### config.mk
export PLATFORM = sky130hd
export DESIGN_NAME = lcd_frame_sequencer_flat
export DESIGN_NICKNAME = d
export VERILOG_FILES = /design/src/rtl/lcd_frame_sequencer_pkg.sv /design/src/rtl/lcd_frame_sequencer_if.sv /design/src/rtl/lcd_frame_sequencer_refresh_timer.sv /design/src/rtl/lcd_frame_sequencer.sv /design/src/flat_wrapper.sv
export SDC_FILE = /design/constraint.sdc
export NUM_CORES = 1
export LEC_CHECK = 0
export BUFFER_PORTS_ARGS = -buffer_cell sky130_fd_sc_hd__buf_2
export CORE_MARGIN = 2
export CORE_UTILIZATION = 30
export CTS_BUF_LIST = sky130_fd_sc_hd__clkbuf_16
export CTS_CLUSTER_SIZE = 8
export DETAILED_ROUTE_END_ITERATION = 12
export SLEW_MARGIN = 30
export SYNTH_ARGS = -nofsm -noshare
export SYNTH_HDL_FRONTEND = slang
export SYNTH_SLANG_ARGS = --single-unit
### constraint.sdc
create_clock -name clk -period 2.4 [get_ports clk]
set_input_delay 0.24 -clock clk [delete_from_list [all_inputs] [get_ports clk]]
set_output_delay 0.24 -clock clk [all_outputs]
set_load 0.01 [all_outputs]
### src/rtl/lcd_frame_sequencer_pkg.sv
// rtl/lcd_frame_sequencer_pkg.sv - shared types and constants for the LCD frame sequencer
package lcd_frame_sequencer_pkg;

  typedef enum logic [2:0] {
    ST_IDLE     = 3'd0,
    ST_LINE_CMD = 3'd1,
    ST_SEL_WAIT = 3'd2,
    ST_CHAR_OUT = 3'd3,
    ST_DONE     = 3'd4
  } seq_state_e;

  localparam logic [7:0] LCD_CMD_LINE0 = 8'h80;
  localparam logic [7:0] LCD_CMD_LINE1 = 8'hC0;

  function automatic int frame_chars(input int line_len, input int num_lines);
    return line_len * num_lines;
  endfunction

  // DDRAM set-address command for the start of a display line
  function automatic logic [7:0] line_cmd(input int line);
    return (line == 0) ? LCD_CMD_LINE0 : LCD_CMD_LINE1;
  endfunction

endpackage

### src/rtl/lcd_frame_sequencer_if.sv
// rtl/lcd_frame_sequencer_if.sv - lookup and LCD-driver handshake bundle for the sequencer
interface lcd_frame_sequencer_if #(
  parameter int SEL_W = 6
);
  logic             start;
  logic [SEL_W-1:0] sel;
  logic [7:0]       lookup_data;
  logic             lookup_ready;
  logic [7:0]       lcd_data;
  logic             lcd_rs;
  logic             lcd_valid;
  logic             lcd_ready;
  logic             busy;
  logic             frame_done;

  modport master (
    input  start, lookup_data, lookup_ready, lcd_ready,
    output sel, lcd_data, lcd_rs, lcd_valid, busy, frame_done
  );

  modport slave (
    output start, lookup_data, lookup_ready, lcd_ready,
    input  sel, lcd_data, lcd_rs, lcd_valid, busy, frame_done
  );
endinterface

### src/rtl/lcd_frame_sequencer_refresh_timer.sv
// rtl/lcd_frame_sequencer_refresh_timer.sv - free-running auto-refresh tick generator
module lcd_refresh_timer #(
  parameter int REFRESH_CYCLES = 0
) (
  input  logic clk,
  input  logic rst_n,
  output logic tick_o
);
  localparam bit EN    = (REFRESH_CYCLES > 0);
  localparam int CNT_W = (REFRESH_CYCLES > 1) ? $clog2(REFRESH_CYCLES) : 1;
  localparam logic [CNT_W-1:0] CNT_LAST = CNT_W'(EN ? REFRESH_CYCLES - 1 : 0);

  logic [CNT_W-1:0] cnt_q;

  // Period 0 parks the counter at zero and never ticks
  always_ff @(posedge clk or negedge rst_n) begin
    if (!rst_n) begin
      cnt_q <= '0;
    end else if (!EN || (cnt_q == CNT_LAST)) begin
      cnt_q <= '0;
    end else begin
      cnt_q <= cnt_q + 1'b1;
    end
  end

  assign tick_o = EN && (cnt_q == CNT_LAST);

endmodule

### src/rtl/lcd_frame_sequencer.sv
// rtl/lcd_frame_sequencer.sv - sweeps lookup cells and streams LCD address commands and characters
module lcd_frame_sequencer
  import lcd_frame_sequencer_pkg::*;
#(
  parameter int SEL_W          = 6,
  parameter int LINE_LEN       = 16,
  parameter int NUM_LINES      = 2,
  parameter int LOOKUP_LAT     = 2,
  parameter int REFRESH_CYCLES = 0
) (
  input  logic                  clk,
  input  logic                  rst_n,
  lcd_frame_sequencer_if.master bus
);
  localparam int FRAME_CHARS = frame_chars(LINE_LEN, NUM_LINES);
  localparam int COL_W  = (LINE_LEN > 1) ? $clog2(LINE_LEN) : 1;
  localparam int LINE_W = (NUM_LINES > 1) ? $clog2(NUM_LINES) : 1;
  localparam int LAT_W  = $clog2(LOOKUP_LAT + 1);
  localparam logic [COL_W-1:0]  COL_LAST  = COL_W'(LINE_LEN - 1);
  localparam logic [LINE_W-1:0] LINE_LAST = LINE_W'(NUM_LINES - 1);
  localparam logic [LAT_W-1:0]  LAT_MAX   = LAT_W'(LOOKUP_LAT);

  seq_state_e        state_q;
  logic [SEL_W-1:0]  sel_q;
  logic [7:0]        lcd_data_q;
  logic              lcd_rs_q;
  logic              lcd_valid_q;
  logic              busy_q;
  logic              frame_done_q;
  logic              pending_q;
  logic [COL_W-1:0]  col_q;
  logic [LINE_W-1:0] line_q;
  logic [LAT_W-1:0]  lat_q;

  logic              tick;
  logic              req_d;
  logic              launch_d;
  logic [SEL_W-1:0]  line_base_d;

  lcd_refresh_timer #(
    .REFRESH_CYCLES (REFRESH_CYCLES)
  ) u_refresh_timer (
    .clk    (clk),
    .rst_n  (rst_n),
    .tick_o (tick)
  );

  // A refresh tick is indistinguishable from an external start request
  assign req_d       = bus.start || tick;
  assign launch_d    = req_d || pending_q;
  assign line_base_d = SEL_W'(int'(line_q) * LINE_LEN);

  always_ff @(posedge clk or negedge rst_n) begin
    if (!rst_n) begin
      state_q      <= ST_IDLE;
      sel_q        <= '0;
      lcd_data_q   <= '0;
      lcd_rs_q     <= 1'b0;
      lcd_valid_q  <= 1'b0;
      busy_q       <= 1'b0;
      frame_done_q <= 1'b0;
      pending_q    <= 1'b0;
      col_q        <= '0;
      line_q       <= '0;
      lat_q        <= '0;
    end else begin
      frame_done_q <= 1'b0;
      case (state_q)
        // DONE relaunches directly so a queued frame starts the very next cycle
        ST_IDLE, ST_DONE: begin
          if (launch_d) begin
            state_q     <= ST_LINE_CMD;
            busy_q      <= 1'b1;
            pending_q   <= 1'b0;
            col_q       <= '0;
            line_q      <= '0;
            sel_q       <= '0;
            lcd_rs_q    <= 1'b0;
            lcd_data_q  <= line_cmd(0);
            lcd_valid_q <= 1'b1;
          end else begin
            state_q <= ST_IDLE;
          end
        end

        ST_LINE_CMD: begin
          if (req_d) pending_q <= 1'b1;
          if (bus.lcd_ready) begin
            lcd_valid_q <= 1'b0;
            sel_q       <= line_base_d;
            lat_q       <= '0;
            state_q     <= ST_SEL_WAIT;
          end
        end

        // lat_q counts cycles since sel moved; data is trusted once it saturates
        ST_SEL_WAIT: begin
          if (req_d) pending_q <= 1'b1;
          if (lat_q != LAT_MAX) begin
            lat_q <= lat_q + 1'b1;
          end else if (bus.lookup_ready) begin
            lcd_data_q  <= bus.lookup_data;
            lcd_rs_q    <= 1'b1;
            lcd_valid_q <= 1'b1;
            state_q     <= ST_CHAR_OUT;
          end
        end

        ST_CHAR_OUT: begin
          if (req_d) pending_q <= 1'b1;
          if (bus.lcd_ready) begin
            lcd_valid_q <= 1'b0;
            if (col_q != COL_LAST) begin
              col_q   <= col_q + 1'b1;
              sel_q   <= sel_q + 1'b1;
              lat_q   <= '0;
              state_q <= ST_SEL_WAIT;
            end else if (line_q != LINE_LAST) begin
              col_q       <= '0;
              line_q      <= line_q + 1'b1;
              lcd_rs_q    <= 1'b0;
              lcd_data_q  <= line_cmd(int'(line_q) + 1);
              lcd_valid_q <= 1'b1;
              state_q     <= ST_LINE_CMD;
            end else begin
              frame_done_q <= 1'b1;
              busy_q       <= 1'b0;
              sel_q        <= '0;
              state_q      <= ST_DONE;
            end
          end
        end

        default: begin
          state_q     <= ST_IDLE;
          lcd_valid_q <= 1'b0;
          busy_q      <= 1'b0;
        end
      endcase
    end
  end

  assign bus.sel        = sel_q;
  assign bus.lcd_data   = lcd_data_q;
  assign bus.lcd_rs     = lcd_rs_q;
  assign bus.lcd_valid  = lcd_valid_q;
  assign bus.busy       = busy_q;
  assign bus.frame_done = frame_done_q;

  // The sweep index must stay inside the select range for any parameter set
  initial assert (FRAME_CHARS <= (1 << SEL_W));

endmodule
### src/flat_wrapper.sv
// flat-port wrapper written by rule: the top's interface ports become plain ports
module lcd_frame_sequencer_flat import lcd_frame_sequencer_pkg::*;
#(
  parameter int SEL_W          = 6,
  parameter int LINE_LEN       = 16,
  parameter int NUM_LINES      = 2,
  parameter int LOOKUP_LAT     = 2,
  parameter int REFRESH_CYCLES = 0
)
  (clk, rst_n, bus_start, bus_lookup_data, bus_lookup_ready, bus_lcd_ready, bus_sel, bus_lcd_data, bus_lcd_rs, bus_lcd_valid, bus_busy, bus_frame_done);
  lcd_frame_sequencer_if #(.SEL_W(SEL_W)) bus_i ();
  input  logic clk;
  input  logic rst_n;
  input wire logic [$bits(bus_i.start)-1:0] bus_start;
  input wire logic [$bits(bus_i.lookup_data)-1:0] bus_lookup_data;
  input wire logic [$bits(bus_i.lookup_ready)-1:0] bus_lookup_ready;
  input wire logic [$bits(bus_i.lcd_ready)-1:0] bus_lcd_ready;
  output wire logic [$bits(bus_i.sel)-1:0] bus_sel;
  output wire logic [$bits(bus_i.lcd_data)-1:0] bus_lcd_data;
  output wire logic [$bits(bus_i.lcd_rs)-1:0] bus_lcd_rs;
  output wire logic [$bits(bus_i.lcd_valid)-1:0] bus_lcd_valid;
  output wire logic [$bits(bus_i.busy)-1:0] bus_busy;
  output wire logic [$bits(bus_i.frame_done)-1:0] bus_frame_done;
  assign bus_i.start = bus_start;
  assign bus_i.lookup_data = bus_lookup_data;
  assign bus_i.lookup_ready = bus_lookup_ready;
  assign bus_i.lcd_ready = bus_lcd_ready;
  assign bus_sel = bus_i.sel;
  assign bus_lcd_data = bus_i.lcd_data;
  assign bus_lcd_rs = bus_i.lcd_rs;
  assign bus_lcd_valid = bus_i.lcd_valid;
  assign bus_busy = bus_i.busy;
  assign bus_frame_done = bus_i.frame_done;
  lcd_frame_sequencer #(.SEL_W(SEL_W), .LINE_LEN(LINE_LEN), .NUM_LINES(NUM_LINES), .LOOKUP_LAT(LOOKUP_LAT), .REFRESH_CYCLES(REFRESH_CYCLES)) u_core (.clk(clk), .rst_n(rst_n), .bus(bus_i));
endmodule
== Word-level counts from Yosys, hierarchy flattened ==
Index checks and enable logic that the tools add are counted.
Widths: inputs -> output; s select.

* Register bits: 29
* Bits of input ports: 13
* Output and inout bits: 18

* Add/sub/neg operators: 5
* Equal/unequal tests: 19
* Multiplexer cells: 59
* Bitwise gates (word level): 1
* Reduce and logical (&&, ||, !) cells: 20

{| class="wikitable"
|+ Operator list
! cell !! number
|-
| $mux 8 || 6
|-
| $logic_not 32->1 || 1
|-
| $mux 6 || 5
|-
| $pmux 8 s3 || 1
|-
| $mux 1 || 23
|-
| $reduce_and 5->1 || 4
|-
| $mux 3 || 6
|-
| $pmux 6 s3 || 1
|-
| $mux 4 || 4
|-
| $ne 2x2->1 const B || 7
|-
| $pmux 3 s4 || 1
|-
| $reduce_and 4->1 || 3
|-
| $ne 2x1->1 const B || 5
|-
| $reduce_bool 3->1 || 3
|-
| $mux 2 || 4
|-
| $pmux 4 s2 || 1
|-
| $mux 7 || 1
|-
| $reduce_and 7->1 || 1
|-
| $add 6x1->6 const B || 1
|-
| $eq 3x2->1 const B || 2
|-
| $pmux 1 s3 || 2
|-
| $pmux 2 s3 || 1
|-
| $add 4x1->4 const B || 1
|-
| $ne 4x4->1 const B || 1
|-
| 16 further kinds || 19
|}

== Logic depth before layout (Yosys ltp) ==
Gate-level depths: netlist (run 1).

* Depth in word-level cells: 7
* Mapped depth: 7

== Modules after synthesis ==
From an unflattened synthesis (run 1), not the netlist that was laid out.

* Cells, all modules: 164
* Area total of the unflattened synthesis: 1540.2 um2

{| class="wikitable"
|+ Modules (own cells, without submodules)
! module !! instances !! cells an instance !! area an instance (um2) !! seq. area each (um2)
|-
| lcd_frame_sequencer || 1 || 162 || 1529.0 || 725.7
|-
| lcd_refresh_timer || 1 || 2 || 11.3 || 0.0
|}

== Worst setup path before layout (run 1) ==
OpenSTA, ideal clock, no wires.

* Kind: reg-to-reg
* Start point: register u_core.col_q[0]
* End point: register u_core.lcd_data_q[7], in the netlist u_core.bus.lcd_data[7]
* Setup time: 0.125 ns
* Arrival: 1.667 ns
* Required time: 2.275 ns
* Setup slack: 0.608 ns
* Cell stages (with the launch flop): 7
* Path buffers: 1
* Period minus slack after synthesis: 1.792 ns
* Cell sequence: dfrtp_1 ha_1 nand3_1 a221oi_2 o21a_2 buf_12 mux2_4

* Word-level cells in the longest chain between the ends: 3

{| class="wikitable"
|+ RTL lines
! item !! line !! RTL
|-
| start: declaration || lcd_frame_sequencer.sv:31 || <nowiki>logic [COL_W-1:0] col_q;</nowiki>
|-
| start signal: assignment || lcd_frame_sequencer.sv:114 || <nowiki>col_q <= col_q + 1'b1;</nowiki>
|-
| $ne 4x4->1 || lcd_frame_sequencer.sv:113 || <nowiki>if (col_q != COL_LAST) begin</nowiki>
|-
| $ne 2x2->1 (no line) || -- ||
|-
| $reduce_and 7->1 (no line) || -- ||
|-
| end signal: assignment || lcd_frame_sequencer.sv:79 || <nowiki>lcd_data_q <= line_cmd(0);</nowiki>
|-
| end signal: assignment || lcd_frame_sequencer.sv:102 || <nowiki>lcd_data_q <= bus.lookup_data;</nowiki>
|-
| end signal: assignment || lcd_frame_sequencer.sv:122 || <nowiki>lcd_data_q <= line_cmd(int'(line_q) + 1);</nowiki>
|-
| end: declaration || lcd_frame_sequencer.sv:25 || <nowiki>logic [7:0] lcd_data_q;</nowiki>
|}

No other way between the ends.
A chain may end at the register's enable or synchronous reset.

== Worst setup path after layout (run 1) ==
* Start point: register u_core.col_q[0]
* End point: register u_core.lcd_rs_q, in the netlist u_core.bus.lcd_rs

* Word-level cells in the longest chain between the ends: 3

{| class="wikitable"
|+ RTL lines
! item !! line !! RTL
|-
| $ne 4x4->1 || lcd_frame_sequencer.sv:113 ||
|-
| $ne 2x2->1 (no line) || -- ||
|-
| $reduce_and 7->1 (no line) || -- ||
|-
| end signal: assignment || lcd_frame_sequencer.sv:78 || <nowiki>lcd_rs_q <= 1'b0;</nowiki>
|-
| end signal: assignment || lcd_frame_sequencer.sv:103 || <nowiki>lcd_rs_q <= 1'b1;</nowiki>
|-
| end signal: assignment || lcd_frame_sequencer.sv:121 || <nowiki>lcd_rs_q <= 1'b0;</nowiki>
|-
| end: declaration || lcd_frame_sequencer.sv:26 || <nowiki>logic lcd_rs_q;</nowiki>
|}

No other way between the ends.

==> results of run 1 <==
## final cells by class
type | instances | area (um^2)
Fill cell | 513 | 3167
Sequential cell | 29 | 725.7
Multi-Input combinational cell | 101 | 716.9
Timing Repair Buffer | 31 | 157.7
Clock buffer | 5 | 125.1
Tap cell | 70 | 87.58
Inverter | 12 | 45.04
Clock inverter | 3 | 17.52
## cell usage in the layout, fill, tap and decap left out, types with 2 or more instances in the layout
cell type and count:
a211o_1 2, a21o_1 2, a21oi_1 4, a22o_1 2
a22oi_1 2, and3_1 5, buf_2 30, clkbuf_16 5
clkinv_2 2, dfrtp_1 29, ha_1 3, inv_1 11
mux2i_1 8, nand2_1 11, nand2b_1 3, nand3_1 4
nand4_1 2, nor2_1 8, nor2b_1 2, nor3_1 3
o21ai_0 9, o31ai_1 5
## logic make-up after synthesis
group,Yosys count,synth area share (%)
compound gates,37,17.00
fa+ha+maj,3,2.418
buf+inv,19,7.091
flops,29,46.74
mux,11,7.574
simple gates,50,19.18
## final timing paths
check	endpoint	slack [ps]
worst max-delay path	u_core.bus.lcd_rs	380
worst min-delay path	u_core.bus.lcd_data[4]	-20
worst max register to register	u_core.bus.lcd_rs	380
worst min register to register	u_core.bus.lcd_valid	470
max in group asynchronous	u_core.bus.busy	1980
min in group clk	u_core.bus.lcd_data[1]	200
## power by group through the flow
stage	sequential (mW)	combinational [mW]	clock (mW)
3_5_place_dp	0.798	0.823	0
3_3_place_gp	0.801	0.807	0
5_1_grt	0.827	0.921	0.637
2_1_floorplan	0.811	0.633	0
4_1_cts	0.797	0.822	0.611
6_report	0.795	0.810	0.603
## stage by stage
stage / power [mW] / cells
CTS: 2.230 / 251
floorplan: 1.444 / 149
finish: 2.208 / 251
global route: 2.384 / 251
detailed placement: 1.621 / 243
global placement: 1.608 / 243
## state kept, by name, indices dropped and copies added, names as in the netlist, 2 cells and up
signal,count
u_core.bus.sel,6
u_core.lat_q,2
u_core.col_q,4
u_core.state_q,3
u_core.bus.lcd_data,8
## routing by layer
metal	vias to the layer above	wire length (um)
met4	0	61
met1	562	1453
met5	-	0
met2	34	1388
met3	7	224
li1	596	-
==> results.txt, run 1 <==
Reg power frac: 36.0%
Worst vdd ir: 472.6 uV
Worst Path Required: 2570 ps
CP max stage delay: 370 ps
Cell Area, Synth: 1553 um^2
Post-Syn Nets: 165
Iteration-0 DRC count of the detailed router: 38
Worst Max-Slew Pin Slew: 653.3 ps
Gr usage total: 12.22%
Final instance area: 1876 um^2
Maximum clock insertion buffer count: 2
Net switching power: 0.7802 mW
Clk Latency, worst-skew pair: 280 ps
Routed via count: 1,199
Cts hold-fix bufs: 0
Critical Path Start: u_core.col_q[0]
Post-synth top cells: dfrtp_1, inv_1, nand2_1
Initial antenna violation count: 0
Layout area overhead: 20.79%
Post-synth top area share: 46.74%
Post-synth EDFFs: 0
Period utilization: 84.13%
Status: finished with violations
DRC viols: 0
Layout Nets: 196
Final setup violation count: 0
Failing checks: negative hold slack
Clock power share: 27.3%
Switching share of power: 35.34%
Final WL: 3129 um
Initial Util: 30.79%
Post-DP HPWL: 2230 um
Pin count of the biggest net entering global routing: 30
DR pass1 iterations: 4
Met1 usage: 16.34%
Top-count cell post-synth: dfrtp_1
# diodes: 0
Cts bufs inserted: 5
GR peak layer: met2
Leak: 0.8833 nW
Cell accounting for the most synthesized area: dfrtp_1
Crit path depth: 5
FP Rows: 26
Slowest library cell on the worst path: dfrtp_1
GR Overflow Total: 0
Die area: 5768 um^2
Crit path buf inv count: 0
IO Count: 31
Cells along the critical path: ha_1 -> nand3_1 -> a221oi_2 -> o21a_2 -> mux2_2
CTS sink count: 29
CP startpoint kind: register
Combinational group share of total power: 36.7%
Yosys reg bits: 29
RSZ-0062 raised after global routing: no
Clock Pin Slew Worst Setup and Hold Paths: 50 ps
Layout cell share with drive strength beyond 1: 28.18%
Post-synthesis cell type count: 50
Port buffer count: 30
Final worst slack: 380.8 ps
Leading register cell type out of synthesis: dfrtp_1
Htree depth: 2
PD cells: 1177 nW/um^2
Pint: 1.427 mW
Max_cap viols: 0
Hold_ws: -15.08 ps
Placer Congestion: 0.7632
Post-DRT Antenna Nets: 0
Vias in the first global route: 1,188
Core area: 5042 um^2
First-pass GRT wire length: 5630 um
DR WL/cell: 12.47 um
# Post-CTS Setup Buffers: 0
Fmax: 495.2 MHz
Clk root buf: clkbuf_16
Avg Cell Area, Syn: 10.42 um^2
Post-synthesis sequential area ratio: 46.74%
Ys async rst share: 100.0%
Slew HR: 56.45%
Yosys warning count: 0
Global Route met3 Usage: 4.881%
Post-Place Cell Area: 1733 um^2
Critical Path Fanout Max: 11
Synth Instances: 149
Resized cells post-CTS: 0
Max Slew Vio Count: 0
Setup CP Type: reg2reg
Arrival @ worst endpoint: 2190 ps
TNS Setup: 0 ps
Synth area leaders: dfrtp_1, mux2i_1, o21ai_0
Crit path max-delay family: compound AO/OA/AOI/OAI gates
Util after Layout: 37.20%
Post-layout min period: 2019 ps
Via-to-Cell Ratio: 4.777
Worst slack at placement: 365.3 ps
Cells on worst reg2reg path: 5
Die height: 75.95 um
Clock skew: 3.101 ps
R2r startpoint: u_core.col_q[0]
Met2 usage: 17.41%
Crit end category: register
Die W: 75.95 um
Final Hold Viols: 16
Worst hold path class: in2async
CTS tree: yes
(Power assumes the default switching activity.)
==> inputs of run 2 (changes only) <==
Clock period 2.4 ns to 1.65 ns, I/O delays scaled along.
==> run 2 against run 1 <==
The run now ends clean. Final area up 17%. Register-to-register slack worse by 380 ps. Die area unchanged. Worst hold slack better by 140 ps. Critical endpoint unchanged. Largest power group unchanged.
==> results.txt, run 2 (synthesis gave the netlist of run 1 again) <==
Status: completed
Most common cell after layout, fill and taps aside: buf_2
Largest register FFs: 8
# diodes: 0
Worst slack at placement: -15.49 ps
R2r endpoint: u_core.bus.lcd_rs
Final Hold Viols: 0
Initial antenna violation count: 0
Max Slew Vio Count: 0
Crit path buf inv count: 1
Fmax: 606.3 MHz
Layout area overhead: 41.50%
Tot Pwr: 3.808 mW
Final worst slack: 0.5727 ps
Layout Nets: 222
Iteration-0 DRC count of the detailed router: 57
PD cells: 1733 nW/um^2
Worst Path Required: 1810 ps
Maximum clock insertion buffer count: 2
Vias in the first global route: 1,241
Cells along the critical path: inv_1 -> ha_2 -> nand2_4 -> o32ai_4 -> o21a_4 -> mux2_2
Post-layout min period: 1649 ps
Initial Util: 30.79%
Port buffer count: 30
Routed via count: 1,303
Setup CP Type: reg2reg
Worst hold path class: in2reg
CP startpoint kind: register
RSZ-0062 raised after global routing: yes
Die W: 75.95 um
FP Rows: 26
First-pass GRT wire length: 5754 um
Placer Congestion: 0.8031
Layout cell share with drive strength beyond 1: 41.06%
Worst Max-Slew Pin Slew: 675.6 ps
Pin count of the biggest net entering global routing: 30
DR pass1 iterations: 4
Period utilization: 99.97%
Clock skew: 3.757 ps
Slew HR: 54.96%
CTS tree: yes
FILL cells: 486
Crit path depth: 6
Gr usage total: 12.50%
Htree depth: 2
Crit end category: register
Die height: 75.95 um
Leak: 1.037 nW
Clock Pin Slew Worst Setup and Hold Paths: 50 ps
Crit path max-delay family: compound AO/OA/AOI/OAI gates
Crit path to: u_core.bus.lcd_rs
Arrival @ worst endpoint: 1810 ps
Final setup violation count: 0
Reg area: 728.2 um^2
CTS sink count: 29
CP max stage delay: 390 ps
Core area: 5042 um^2
Critical Path Fanout Max: 5
Cells on worst reg2reg path: 6
Final WL: 3399 um
Post-DRT Antenna Nets: 0
IO Count: 31
Worst vdd ir: 953.3 uV
Critical Path Start: u_core.lat_q[0]
Clk root buf: clkbuf_16
Die area: 5768 um^2
DRC viols: 0
Clk Latency, worst-skew pair: 270 ps
Cts bufs inserted: 5
R2r startpoint: u_core.lat_q[0]
Max_cap viols: 0
GR Overflow Total: 0
Slowest library cell on the worst path: dfrtp_1
Post-DP HPWL: 2407 um
Via-to-Cell Ratio: 4.704
Most frequent cells in the layout: buf_2, dfrtp_1, buf_4
DR WL/cell: 12.27 um
Area of the multi-input gates: 814.5 um^2
Reg-to-reg setup timing slack: 0.6 ps
[run 2: per-layer routing]
metal / track usage [%] / up-vias / share of wire [%]
met3: 5.000 / 6 / 5.6
li1: - / 646 / -
met4: 5.455 / 0 / 1.6
met1: 15.80 / 624 / 47
met2: 18.93 / 27 / 46
met5: 0 / - / 0
[run 2: worst register-to-register path, cell delays in order, from the launching register on]
cell	delay (ps)
dfrtp_1	390
inv_1	80
ha_2	210
nand2_4	60
o32ai_4	270
o21a_4	190
mux2_2	330
[run 2: how the worst min path moves through the flow]
stage,start,endpoint,slack (ps),cells after the start
6_report,bus_lookup_data[1],u_core.bus.lcd_data[1],130,3
4_1_cts,bus_lookup_data[1],u_core.bus.lcd_data[1],120,3
5_1_grt,bus_lookup_data[1],u_core.bus.lcd_data[1],140,3
3_3_place_gp,rst_n,u_core.bus.lcd_rs,240,1
2_1_floorplan,rst_n,u_core.bus.busy,-130,0
3_5_place_dp,rst_n,u_core.bus.lcd_data[4],240,1
[run 2: what timing repair did]
action,in CTS,in global routing
buffers inserted,0,4
pin swaps,1,6
setup endpoints to repair,7,20
cloned,0,0
hold buffers,1,0
resized for setup,3,13
hold endpoints to repair,29,0
[run 2: per-stage QoR]
stage	setup TNS [ps]	instance area, um^2	util (%)	std cells	hold slack [ps]
finish	0	2197	43.57	277	125.7
global route	-365.8	2197	43.57	277	142.9
CTS	-16.63	2102	41.69	273	120.2
detailed placement	-18.58	1916	37.99	264	242.2
global placement	-1.033	1916	37.99	264	237.2
floorplan	-20.21	1578	-	149	-130.6
[run 2: final cells by class]
class	count	share of cell area [%]
Timing Repair Buffer	57	16.34
Sequential cell	29	33.14
Inverter	12	2.050
Tap cell	70	3.986
Multi-Input combinational cell	101	37.07
Clock inverter	3	1.708
Clock buffer	5	5.695
[run 2: power breakdown]
| group | leakage [nW] | internal [mW] | total (mW) | switching, mW |
|---|---|---|---|---|
| sequential | 0.357 | 0.958 | 1.15 | 0.195 |
| combinational | 0.597 | 0.897 | 1.66 | 0.761 |
| clock | 0.0826 | 0.699 | 0.998 | 0.299 |
